**config.mk**
```make
export PLATFORM = sky130hd
export DESIGN_NAME = mult_seq_ctrl
export DESIGN_NICKNAME = d
export VERILOG_FILES = /design/src/rtl/mult_seq_ctrl.sv
export SDC_FILE = /design/constraint.sdc
export NUM_CORES = 1
export LEC_CHECK = 0
export ABC_AREA = 1
export ABC_CLOCK_PERIOD_IN_PS = 10350
export BUFFER_PORTS_ARGS = -buffer_cell sky130_fd_sc_hd__buf_4
export CORE_ASPECT_RATIO = 2
export CORE_MARGIN = 3
export CORE_UTILIZATION = 55
export CTS_CLUSTER_DIAMETER = 80
export CTS_CLUSTER_SIZE = 30
export DETAILED_ROUTE_END_ITERATION = 7
export GPL_ROUTABILITY_DRIVEN = 0
export PLACE_DENSITY = 0.85
export SLEW_MARGIN = 10
export SYNTH_ARGS = -nofsm -noshare
export SYNTH_HDL_FRONTEND = slang
export SYNTH_SLANG_ARGS = --single-unit
```
**constraint.sdc**
```tcl
create_clock -name clk -period 10.35 [get_ports clk]
set_input_delay 2.07 -clock clk [delete_from_list [all_inputs] [get_ports clk]]
set_output_delay 2.07 -clock clk [all_outputs]
set_load 0.02 [all_outputs]
```
**src/rtl/mult_seq_ctrl.sv**
```systemverilog
// -----------------------------------------------------------------------------
// mult_seq_ctrl
//
// Builds an A_W x B_W unsigned product from one small combinational 2x3
// multiplier core (m[1:0] x q[2:0] -> pp[4:0]). The controller walks every
// (A-digit, B-digit) pair, one pair per clock, and adds the partial product
// shifted by its digit weight (2*i + 3*j) into an A_W+B_W bit accumulator.
//
// Ports:
//   clk    - system clock, rising edge
//   rst_n  - asynchronous active-low reset; aborts any operation silently
//   start  - request pulse, sampled only while busy = 0
//   a      - multiplicand (A_W bits, A_W a multiple of 2), captured on accept
//   b      - multiplier   (B_W bits, B_W a multiple of 3), captured on accept
//   busy   - high from the accept edge through the done cycle
//   done   - one-cycle completion pulse
//   p      - registered product, held until the next completion
//
// Optional feature (macro MULT_SEQ_SKIP_ZERO_EN):
//   When defined, a zero A-digit skips its whole row in a single cycle, so
//   latency varies from NA to NA*NB cycles. When undefined, latency is always
//   NA*NB cycles.
// -----------------------------------------------------------------------------
module mult_seq_ctrl #(
    parameter int A_W = 6,
    parameter int B_W = 6
) (
    input  logic               clk,
    input  logic               rst_n,
    input  logic               start,
    input  logic [A_W-1:0]     a,
    input  logic [B_W-1:0]     b,
    output logic               busy,
    output logic               done,
    output logic [A_W+B_W-1:0] p
);

    localparam int PW = A_W + B_W;
    localparam int NA = A_W / 2;
    localparam int NB = B_W / 3;
    localparam int IW = (NA > 1) ? $clog2(NA) : 1;
    localparam int JW = (NB > 1) ? $clog2(NB) : 1;

    localparam logic [IW-1:0] I_LAST = IW'(NA - 1);
    localparam logic [JW-1:0] J_LAST = JW'(NB - 1);

    typedef enum logic [1:0] {
        S_IDLE = 2'd0,
        S_RUN  = 2'd1,
        S_DONE = 2'd2
    } state_t;

    state_t         state;
    logic [A_W-1:0] a_reg;
    logic [B_W-1:0] b_reg;
    logic [PW-1:0]  acc;
    logic [IW-1:0]  i;
    logic [JW-1:0]  j;

    // Shared multiplier core and shift-add datapath for the current pair.
    logic [1:0]    m;
    logic [2:0]    q;
    logic [4:0]    pp;
    int unsigned   shamt;
    logic [PW-1:0] acc_next;

    // NOTE: every signal assigned in always_comb gets a value on every path
    // (here, unconditionally at the top) so no latch can be inferred.
    always_comb begin
        m        = a_reg[2*i +: 2];
        q        = b_reg[3*j +: 3];
        pp       = 5'(m) * 5'(q);
        shamt    = 2 * int'(i) + 3 * int'(j);
        acc_next = acc + (PW'(pp) << shamt);
    end

    // NOTE: all sequential state uses non-blocking assignments so every
    // register samples values from before the clock edge.
    always_ff @(posedge clk or negedge rst_n) begin
        if (!rst_n) begin
            state <= S_IDLE;
            busy  <= 1'b0;
            done  <= 1'b0;
            p     <= '0;
            a_reg <= '0;
            b_reg <= '0;
            acc   <= '0;
            i     <= '0;
            j     <= '0;
        end else begin
            case (state)
                S_IDLE: begin
                    if (start) begin
                        a_reg <= a;
                        b_reg <= b;
                        acc   <= '0;
                        i     <= '0;
                        j     <= '0;
                        busy  <= 1'b1;
                        state <= S_RUN;
                    end
                end

                S_RUN: begin
`ifdef MULT_SEQ_SKIP_ZERO_EN
                    if (m == 2'b00) begin
                        // Every pair in this row contributes zero: skip the
                        // row, leaving the accumulator untouched.
                        j <= '0;
                        if (i == I_LAST) begin
                            p     <= acc;
                            done  <= 1'b1;
                            state <= S_DONE;
                        end else begin
                            i <= i + IW'(1);
                        end
                    end else
`endif
                    begin
                        acc <= acc_next;
                        if (j == J_LAST) begin
                            j <= '0;
                            if (i == I_LAST) begin
                                // Last pair: publish the final sum directly,
                                // p keeps the previous product until now.
                                p     <= acc_next;
                                done  <= 1'b1;
                                state <= S_DONE;
                            end else begin
                                i <= i + IW'(1);
                            end
                        end else begin
                            j <= j + JW'(1);
                        end
                    end
                end

                S_DONE: begin
                    done  <= 1'b0;
                    busy  <= 1'b0;
                    state <= S_IDLE;
                end

                default: begin
                    busy  <= 1'b0;
                    done  <= 1'b0;
                    state <= S_IDLE;
                end
            endcase
        end
    end

endmodule

```
==> qor.yml <==
clocking:
  cts-hold-fix-buffers: 0
  cts_sinks: 43
  clk_path_buf_depth: 2
  post_cts.repair.setup_buffers: 0
  clk_pin_slew_ns: 0.08
  insertion_delay_ns: 0.31
  cts_buffers: 5
  cts_root_buffer: "clkbuf_8"
  tritoncts: "built"
  cts_resized: 0
  htreeDepth: 2
hold_path:
  min-delay-start: "a_reg[5]$_DFFE_PN0P_"
  whs_path_depth: 2
  hold_class: "flop to flop"
synth:
  syn_area_sq_um: 2600
  ys_seq_area_share_pct: 41.4
  yosys.cell_types.count: 39
  synth_edf_count: 0
  yosysWarnings: 0
  syn_nets: 368
  synth_seq_cells: 43
  synth.avg_cell_area_sq_um: 7.75
  synthFlopType: "dfrtp_1"
  async_reset_ff_share_pct: 100
  synth_cells: 335
timing:
  tightest_slew_ns: 0.677
  hold_violations: 0
  setup-tns-final_ns: 0
  fmax_mhz: 243
  min_period_ns: 4.11
  finalCritPeriodShare_pct: 39.8
  finalSetupViolations: 0
  slew_viol_final: 0
  fin_hold_ws_ns: 0.477
  relSlewSlack_pct: 54.8
  fin_worst_skew_ns: 0.00877
  rsz0062_at_grt: "false"
drt:
  drt-initial-drc-count: 63
  drc: 0
  route.detailed.wl_per_inst_microns: 14.7
  drt-pass1-iter-count: 4
  vias: 2361
  wl_mm: 6.18
  ant_nets: 0
  viasPerCell: 5.62
grt:
  grt_pass1_wl_mm: 10.2
  grt_max_degree: 44
  antenna_found_initial: 0
  overflow: 0
  grt_pass1_vias: 2340
  grt.total_usage_pct: 25.0
floorplanning:
  die_h_microns: 103
  start_util_pct: 58.2
  fp.coreArea_sq_um: 4470
  die_area_sq_um: 5630
  io-pin-count: 29
  rows: 34
  die_w_microns: 54.6
setup_path:
  cp.arrival_ns: 4.34
  path_class: "flop to flop"
  crit_path_end_kind: "flop"
  timing.rr.end: "p[9]$_DFFE_PN0P_"
  worstPathRequired_ns: 10.58
  rr_worst_depth: 20
  reg2reg_slack_ns: 6.24
  cp-endpoint: "p[9]$_DFFE_PN0P_"
  critPathLaunchType: "flop"
  worstReg2RegStart: "j$_DFFE_PN0P_"
  cp-startpoint: "j$_DFFE_PN0P_"
  cp_max_fo: 18
placement:
  dp_hpwl_mm: 4.67
  io_buffers: 28
cells_and_area:
  final_cell_mix: "nand2_1 (117), dfrtp_1 (43), inv_1 (32)"
  layout_commonest_cell: "nand2_1"
  drive_above_1_share_pct: 15.0
  final_nets: 398
  antenna_cells: 0
  top_regs: "acc: 12 flops, p: 12 flops"
  syn_to_final_growth_pct: 14.3
pwr:
  max-vdd-ir-drop_v: 0.000241
  power.density_nw_per_um2: 374
  total_power_w: 0.00111
  p_leak_nw: 1.55
job:
  drv_cap: 0
run_status:
  status: "finished, final reports clean"
[worst max-delay path: stages (launching register included)]
cell	delay, ns
dfrtp_1	0.72
inv_1	0.20
a21oi_1	0.22
nor2_1	0.09
ha_1	0.23
fa_1	0.50
nand2_1	0.05
nand2_1	0.08
nand2_1	0.05
o21ai_1	0.14
nand2_1	0.12
nor2_1	0.13
ha_1	0.30
a21oi_1	0.18
nand2_1	0.16
a21oi_1	0.24
inv_1	0.10
a31oi_1	0.17
xnor2_1	0.14
nand2_1	0.08
o21ai_0	0.14
[routing by layer]
layer | up-vias | wire length (microns) | share of wire, % | track usage (%)
met1 | 1097 | 2130 | 34 | 24.2
met5 | - | 0 | 0 | 0
met3 | 31 | 251 | 4.1 | 4.45
met2 | 78 | 3480 | 56 | 46.6
met4 | 0 | 315 | 5.1 | 13.2
li1 | 1155 | - | - | -
[Yosys cell counts (4+ instances only)]
master | count | area share [%]
o22ai_1 | 4 | 0.96
o21ai_0 | 21 | 4.0
o21ai_1 | 6 | 1.2
nand3_2 | 5 | 1.9
ha_1 | 16 | 7.7
buf_2 | 4 | 0.77
a21oi_1 | 13 | 2.5
nand2_1 | 117 | 17
a31oi_1 | 4 | 0.96
inv_1 | 32 | 4.6
nand3_1 | 14 | 2.7
nor2_1 | 18 | 2.6
dfrtp_1 | 43 | 41
[cell families (layout without fill, tap and decap cells)]
| family | Yosys count | after routing | synth area share (%) |
|---|---|---|---|
| xor+xnor | 4 | 4 | 1.35 |
| buf+inv | 41 | 72 | 6.12 |
| mux | 1 | 1 | 0.385 |
| compound gates | 59 | 59 | 13.4 |
| fa+ha+maj | 18 | 18 | 9.25 |
| flops | 43 | 43 | 41.4 |
| simple gates | 169 | 169 | 28.0 |
[worst min-delay path by stage]
stage	end
detailed placement	b_reg[1]$_DFFE_PN0P_
CTS	b_reg[1]$_DFFE_PN0P_
finish	a_reg[5]$_DFFE_PN0P_
global placement	a_reg[4]$_DFFE_PN0P_
floorplan	b_reg[1]$_DFFE_PN0P_
global route	b_reg[5]$_DFFE_PN0P_
[power breakdown]
| group | leakage (nW) | internal, W | switching (W) | total [W] |
|---|---|---|---|---|
| logic | 0.949 | 0.000237 | 0.000441 | 0.000678 |
| clock network | 0.0587 | 0.0000732 | 0.0000645 | 0.000138 |
| registers | 0.542 | 0.000243 | 0.0000534 | 0.000296 |
| total | 1.55 | 0.000553 | 0.000559 | 0.00111 |
[final cells by class]
| class | count | area (sq um) |
|---|---|---|
| multi-input combinational | 251 | 1360 |
| inverter | 36 | 135 |
| timing repair buffer | 28 | 210 |
| clock inverter | 3 | 47.5 |
| tap | 54 | 67.6 |
| clock buffer | 5 | 68.8 |
| sequential | 43 | 1080 |
| fill | 407 | 1500 |
[through the flow]
stage / cells / utilization, % / instance area [sq um] / worst slack, ns
4_1_cts: 420 / 66.4 / 2970 / 6.33
6_report: 420 / 66.4 / 2970 / 6.24
3_5_place_dp: 412 / 63.8 / 2850 / 6.41
5_1_grt: 420 / 66.4 / 2970 / 5.88
3_3_place_gp: 412 / 63.8 / 2850 / 6.58
2_1_floorplan: 335 / - / 2600 / 6.94
(Power assumes the default switching activity.)
